<file path="src/rtl/fclass_arbiter.sv">
// fclass_arbiter: shares one RISC-V fclass classifier among NUM_REQ requesters (IDLE -> EVAL -> RESP).
// Define FCLASS_ARB_RR_EN for round-robin arbitration; the default build is fixed priority (lowest index wins).
module fclass_arbiter #(
  parameter int exp_width  = 8,
  parameter int mant_width = 24,
  parameter int NUM_REQ    = 4
) (
  input  logic                                      clk,
  input  logic                                      rst,
  input  logic [NUM_REQ-1:0]                        req_valid,
  input  logic [NUM_REQ*(exp_width+mant_width)-1:0] req_data,
  output logic [NUM_REQ-1:0]                        req_ready,
  output logic                                      rsp_valid,
  input  logic                                      rsp_ready,
  output logic [$clog2(NUM_REQ)-1:0]                rsp_id,
  output logic [31:0]                               rsp_result,
  output logic                                      busy,
  output logic [1:0]                                state_dbg
);
  localparam int W  = exp_width + mant_width;
  localparam int FW = mant_width - 1;
  localparam int IW = $clog2(NUM_REQ);

  localparam logic [1:0] IDLE = 2'd0;
  localparam logic [1:0] EVAL = 2'd1;
  localparam logic [1:0] RESP = 2'd2;

  // Handshakes: requester i transfers its operand on a rising edge with req_valid[i] && req_ready[i]
  // (req_ready is the one-hot grant, only raised in IDLE); the result transfers on rsp_valid && rsp_ready,
  // and rsp_valid/rsp_id/rsp_result hold stable until that edge.
  logic [1:0]    state_q, state_d;
  logic [W-1:0]  op_q, op_d;
  logic [IW-1:0] id_q, id_d;
  logic          rsp_valid_q, rsp_valid_d;
  logic [9:0]    mask_q, mask_d;

  logic [W-1:0]  req_ops [NUM_REQ];
  logic [IW-1:0] win_idx;
  logic          win_found;

  for (genvar g = 0; g < NUM_REQ; g++) begin : g_ops
    assign req_ops[g] = req_data[g*W +: W];
  end

`ifdef FCLASS_ARB_RR_EN
  logic [IW-1:0] ptr_q, ptr_d;

  always_comb begin : arb_rr
    int c;
    logic [IW-1:0] cidx;
    c         = 0;
    cidx      = '0;
    win_idx   = '0;
    win_found = 1'b0;
    for (int k = 1; k <= NUM_REQ; k++) begin
      c    = (int'(ptr_q) + k) % NUM_REQ;
      cidx = c[IW-1:0];
      if (!win_found && req_valid[cidx]) begin
        win_found = 1'b1;
        win_idx   = cidx;
      end
    end
  end

  assign ptr_d = (state_q == IDLE && win_found) ? win_idx : ptr_q;

  always_ff @(posedge clk) begin
    if (rst) ptr_q <= IW'(NUM_REQ - 1);
    else     ptr_q <= ptr_d;
  end
`else
  always_comb begin : arb_fixed
    win_idx   = '0;
    win_found = 1'b0;
    for (int i = NUM_REQ - 1; i >= 0; i--) begin
      if (req_valid[i]) begin
        win_found = 1'b1;
        win_idx   = i[IW-1:0];
      end
    end
  end
`endif

  function automatic logic [9:0] classify(input logic [W-1:0] op);
    logic                 sign;
    logic [exp_width-1:0] e;
    logic [FW-1:0]        f;
    logic [9:0]           m;
    sign = op[W-1];
    e    = op[W-2 -: exp_width];
    f    = op[FW-1:0];
    m    = '0;
    if (&e) begin
      if (f == '0)      m = sign ? 10'h001 : 10'h080;
      else if (f[FW-1]) m = 10'h200;
      else              m = 10'h100;
    end else if (e == '0) begin
      if (f == '0) m = sign ? 10'h008 : 10'h010;
      else         m = sign ? 10'h004 : 10'h020;
    end else begin
      m = sign ? 10'h002 : 10'h040;
    end
    return m;
  endfunction

  always_comb begin
    req_ready = '0;
    if (state_q == IDLE && !rst && win_found) req_ready[win_idx] = 1'b1;
  end

  always_comb begin
    state_d     = state_q;
    op_d        = op_q;
    id_d        = id_q;
    rsp_valid_d = rsp_valid_q;
    mask_d      = mask_q;
    case (state_q)
      IDLE: if (win_found) begin
        op_d    = req_ops[win_idx];
        id_d    = win_idx;
        state_d = EVAL;
      end
      EVAL: begin
        mask_d      = classify(op_q);
        rsp_valid_d = 1'b1;
        state_d     = RESP;
      end
      RESP: if (rsp_ready) begin
        rsp_valid_d = 1'b0;
        state_d     = IDLE;
      end
      default: state_d = IDLE;
    endcase
  end

  always_ff @(posedge clk) begin
    if (rst) begin
      state_q     <= IDLE;
      op_q        <= '0;
      id_q        <= '0;
      rsp_valid_q <= 1'b0;
      mask_q      <= '0;
    end else begin
      state_q     <= state_d;
      op_q        <= op_d;
      id_q        <= id_d;
      rsp_valid_q <= rsp_valid_d;
      mask_q      <= mask_d;
    end
  end

  assign rsp_valid  = rsp_valid_q;
  assign rsp_id     = id_q;
  assign rsp_result = {22'b0, mask_q};
  assign busy       = (state_q != IDLE);
  assign state_dbg  = state_q;
endmodule

</file>
<file path="config.mk">
export PLATFORM = sky130hd
export DESIGN_NAME = fclass_arbiter
export DESIGN_NICKNAME = d
export VERILOG_FILES = /design/src/rtl/fclass_arbiter.sv
export SDC_FILE = /design/constraint.sdc
export NUM_CORES = 1
export LEC_CHECK = 0
export CAP_MARGIN = 5
export CORE_ASPECT_RATIO = 1.5
export CORE_UTILIZATION = 41
export DETAILED_ROUTE_END_ITERATION = 10
export GPL_TIMING_DRIVEN = 0
export PLACE_DENSITY = 0.95
export RECOVER_POWER = 50
export SLEW_MARGIN = 30
export SYNTH_ARGS = -nofsm -noshare
export SYNTH_HDL_FRONTEND = slang
export SYNTH_SLANG_ARGS = --single-unit
</file>
<file path="constraint.sdc">
create_clock -name clk -period 3.4 [get_ports clk]
set_input_delay 0.85 -clock clk [delete_from_list [all_inputs] [get_ports clk]]
set_output_delay 0.85 -clock clk [all_outputs]
set_load 0.01 [all_outputs]
</file>
# Yosys cells after proc, flatten, opt, wreduce, memory -nomap -nowiden
# Index checks and enable logic that the tools add are counted.
dict set report totals {
  output_inout_bits 42
  reg_bits 47
  in_bits 135
  wordCells 54
}
dict set report classes {
  mux 28
  n_eq_ne 4
  bitwise 1
  order_cmp 3
  reduce_logical 13
}
# operator count
set ops {}
lappend ops {{$bmux W32 S2} 1}
lappend ops {{$mux W32} 2}
lappend ops {{$mux W10} 4}
lappend ops {{$logic_not A23 Y1} 1}
lappend ops {{$mux W2} 6}
lappend ops {{$mux W6} 2}
lappend ops {{$logic_not A8 Y1} 1}
lappend ops {{$mux W8} 1}
lappend ops {{$reduce_and A8 Y1} 1}
lappend ops {{$mux W7} 1}
lappend ops {{$mux W1} 6}
lappend ops {{$pmux W2 S3} 1}
lappend ops {{$reduce_and A2 Y1} 3}
lappend ops {{$mux W5} 1}
lappend ops {{$mux W4} 1}
lappend ops {{$ne A2 B2 Y1 const B} 2}
lappend ops {{$reduce_bool A2 Y1} 2}
lappend ops {{$ge A3 B3 Y1 const B} 1}
lappend ops {{$logic_and A1 B1 Y1} 3}
lappend ops {{$lt A2 B3 Y1 const B} 1}
lappend ops {{$not A2 Y3} 1}
lappend ops {{$demux W1 S2} 1}
lappend ops {{$eq A2 B1 Y1 const B} 1}
lappend ops {{$eq A2 B2 Y1 const B} 1}
lappend ops {{other kinds (4)} 4}

# Longest topological paths before layout
# Gate-level depths: netlist (run 1).
dict set report logic_depth {
  ltp_word 9
  ltp_mapped 7
  ltp_nobuf 4
}

# Worst setup path before layout (run 1)
# Ideal clock, no wire load.
dict set report synth_path {
  kind {input port to output port}
  startpoint {in req_valid[0]}
  endpoint {out req_ready[3]}
  n_path_buf 2
  setup_slack_ns 0.820
  t_required_ns 2.550
  arrival_time_ns 1.730
  path_stages 5
  path_cell_list {nor2_2 and2_1 buf_2 buf_2 and3_1}
}
dict set report synth_via {
  elab_chain_len 6
  elab_cells_between_ends 9
  cone_classes {order compare (2); mux (5); reduce/logical (2)}
}
# item line_no
set synth_lines {}
lappend synth_lines {{from (decl)} 10} ;# input logic [NUM_REQ-1:0] req_valid,
lappend synth_lines {{$mux W2} 76} ;# if (req_valid[i]) begin
lappend synth_lines {{$lt A2 B3 Y1 (implied by the code) or $ge A2 B1 Y1 (tied branches)} 108} ;# if (state_q == IDLE && !rst && win_found) req_ready[win_idx] = 1'b1;
lappend synth_lines {{$logic_and A1 B1 Y1 (implied by the code)} 108}
lappend synth_lines {{$mux W1 (implied by the code)} 108}
lappend synth_lines {{$demux W1 S2} 108}
lappend synth_lines {{$mux W4 *} 108}
lappend synth_lines {{to (decl)} 12} ;# output logic [NUM_REQ-1:0] req_ready,
# Mark *: on every way between the ends. The rest lies on a longest branch, timed or not.

# Final worst setup path (run 1)
dict set report layout_path {
  startpoint {in req_valid[3]}
  endpoint {out req_ready[2]}
}
dict set report layout_via {
  elab_chain_len 9
  elab_cells_between_ends 15
  cone_classes {order compare (2); mux (11); reduce/logical (2)}
}
# item line_no
set layout_lines {}
lappend layout_lines {{$mux W2 (4 in a row)} 76}
lappend layout_lines {{$lt A2 B3 Y1 (implied by the code) or $ge A2 B1 Y1 (tied branches)} 108}
lappend layout_lines {{$logic_and A1 B1 Y1 (implied by the code)} 108}
lappend layout_lines {{$mux W1 (implied by the code)} 108}
lappend layout_lines {{$demux W1 S2} 108}
lappend layout_lines {{$mux W4 *} 108}
# Marks and branches as above.

==> qor.txt, run 1 <==
Max Cap Viol: 0
initial antenna violation count: 0
CP arrival: 2.51 ns
CP Buf/Inv Count: 3
Hold Path Class: flip-flop to flip-flop
post-synthesis async set-or-reset flop share: 0%
CTS tree: yes
most frequent cells in the layout: clkdlybuf4s50_1, dfxtp_1, a21oi_1
Required @ worst endpoint: 2.55 ns
clock-pin slew on the worst setup and hold paths: 0.09 ns
Pins Over Slew Limit: 0
IR drop worst, VDD: 0.210 mV
number of synthesized flops with an enable pin: 0
pwr dens: 327 mW/mm2
total gr overflow: 0
CTS root buffer: clkbuf_8
synth unique cells: 40
number of port buffers: 153
CP Max Fanout: 10
CP Cell Sequence: clkdlybuf4s50_1, nor2_1, a21oi_2, buf_4, and3_1, clkdlybuf4s50_1
layout cells sized above 1: 15.3%
overall routing resource usage: 27.8%
outcome: completed
pre-CTS WS: -0.504 ns
DP HPWL: 8.27 mm
register area share after synthesis: 31.4%
CTS Buf Count: 5
synthesized cell area: 0.00300 mm2
syn_area_per_cell: 8.91 um2
dominant synthesized flop cell: dfxtp_1
Crit-path slowest cell: clkdlybuf4s50_1
max layer used: met4
Max Freq: 0.297 GHz
FP Rows: 37
nets@finish: 652
Hold Violations, Final: 0
largest area contributor in the netlist: dfxtp_1
Final GP Congestion: 0.853
ANT nets after route: 0
# DRC: 0
Finish-stage setup viols: 0
via count of the first global-routing pass: 3645
met2 wire len: 5.65 mm
# H-tree levels: 2
Clock Tree Buf Depth: 2
Die X: 71.8 um
Area growth syn-to-layout: 60.0%
wl on met1: 3.97 mm
wire length on met3: 725 um
RSZ-0062 raised after global routing: no
clock latency at the later pin of the worst-skew pair: 0.30 ns
CP Capture Type: output pin
wire per inst: 17.9 um
Synth Warn #: 0
Setup WS post-layout: 0.0359 ns
die area: 0.00766 mm2
Worst-Margin Slew: 0.669 ns
Setup CP Type: input port to output pin
commonest non-fill, non-tap cell in the layout: clkdlybuf4s50_1
Top Ports: 177
most frequent cell on the critical path: clkdlybuf4s50_1
final instance area: 0.00479 mm2
Die H: 107 um
Synth Instances: 336
largest net degree at the start of global routing: 16
dpl cell area: 0.00470 mm2
Core Area: 0.00694 mm2
drt first pass iters: 4
Initial Utilization: 43.1%
WL final: 10.7 mm
Synth area leaders: dfxtp_1, a221oi_2, and3b_1
Vias/cell: 5.82
CP Launch Type: input port
top-area cell type share of the netlist area: 31.4%
CP top delay family: buffers and inverters
Clock Skew: 0.00559 ns
vias: 3471
DRT iter0 DRCs: 236
fin crit period: 3.36 ns
first-pass GRT wire length: 16.8 mm
CTS sink count: 47
leakage power total: 0.00199 uW
Crit path largest cell delay: 0.53 ns
# hold bufs at CTS: 0
#FFs+latches synth: 47
Slew HR: 55.4%
# diodes: 0
crit share post-route: 98.9%
## synthesized netlist by cell type (3+ instances only)
| cell type | number |
|---|---|
| dfxtp_1 | 47 |
| a21oi_1 | 35 |
| a31oi_1 | 32 |
| and3b_1 | 32 |
| o21ai_0 | 32 |
| a221oi_2 | 27 |
| buf_4 | 25 |
| clkbuf_1 | 17 |
| nor4_1 | 9 |
| buf_2 | 7 |
| buf_6 | 7 |
| a221oi_1 | 6 |
| nand3_1 | 6 |
| nor2_1 | 6 |
| nand2_1 | 5 |
| a32o_1 | 3 |
| nand4_1 | 3 |
| nor2b_1 | 3 |
| nor3_1 | 3 |
| o21ai_1 | 3 |
| or4_1 | 3 |
## tightest hold or removal path, delay by kind of cell, from the launching register on
| kind | cells | cell delay, ns |
|---|---|---|
| AO/OA/AOI/OAI | 1 | 0.05 |
| flip-flops | 1 | 0.32 |
| AND/OR/NAND/NOR | 1 | 0.05 |
## cell type report
class | count | area (um2)
Clock buffer | 5 | 68.8
Clock inverter | 3 | 20.0
Multi-Input combinational cell | 250 | 1750
Tap cell | 78 | 97.6
Inverter | 2 | 7.51
Timing Repair Buffer | 154 | 1530
Buffer | 57 | 378
Sequential cell | 47 | 941
Fill cell | 582 | 2150
## power by group
part	switching [uW]	internal, uW
logic	261	313
clock network	194	143
registers	42.3	613
## flip-flops by register name, indices dropped and copies added (netlist names)
| name | cells |
|---|---|
| mask_q | 10 |
| op_q | 32 |
| rsp_id | 2 |
| rsp_valid | 1 |
| state_dbg | 2 |
## kinds of logic after synthesis
| family | Yosys count | synth area share, % |
|---|---|---|
| compound gates | 145 | 36.6 |
| buf+inv | 60 | 12.7 |
| flops | 47 | 31.4 |
| simple gates | 83 | 19.1 |
| other cells | 1 | 0.125 |
## final timing paths
kind / start / endpoint / slack, ns / depth (start not counted)
max: req_valid[3] / req_ready[2] / 0.04 / 6
min: mask_q[1]$_SDFFE_PP0P_ / mask_q[1]$_SDFFE_PP0P_ / 0.46 / 2
max reg2reg: state_dbg[1]$_SDFFE_PP0P_ / op_q[25]$_SDFFE_PP0P_ / 1.55 / 7
min reg2reg: mask_q[1]$_SDFFE_PP0P_ / mask_q[1]$_SDFFE_PP0P_ / 0.46 / 2
## repair_timing
item	in CTS	in global routing
buffers inserted	1	0
endpoints found under the hold margin	0	0
endpoints found under the setup margin	4	3
pin swaps	1	1
resized for setup	12	10
## metrics by stage
step | instances | power, uW | utilization, % | hold WS, ns | setup TNS [ns]
after floorplan | 357 | 961 | - | 0.476 | 0
after global placement | 588 | 1220 | 67.7 | 0.443 | -1.15
after detailed placement | 588 | 1240 | 67.7 | 0.451 | -1.29
after CTS | 596 | 1570 | 69.3 | 0.464 | 0
final | 596 | 1570 | 69.0 | 0.455 | 0
after global routing | 596 | 1650 | 69.0 | 0.484 | 0
## layer usage
layer | vias to the layer above | GRT usage, %
met3 | 27 | 4.61
met4 | 0 | 12.6
met1 | 1624 | 29.5
met5 | - | 0
met2 | 182 | 52.4
li1 | 1638 | -
Power figures use the tool's default switching activity.
==> run 2: changes to the inputs <==
CAP_MARGIN = 20   (was 5)
SLEW_MARGIN = 10   (was 30)
==> results of run 2 <==
No change in the layout: final DEF, timing and power equal those of run 1.
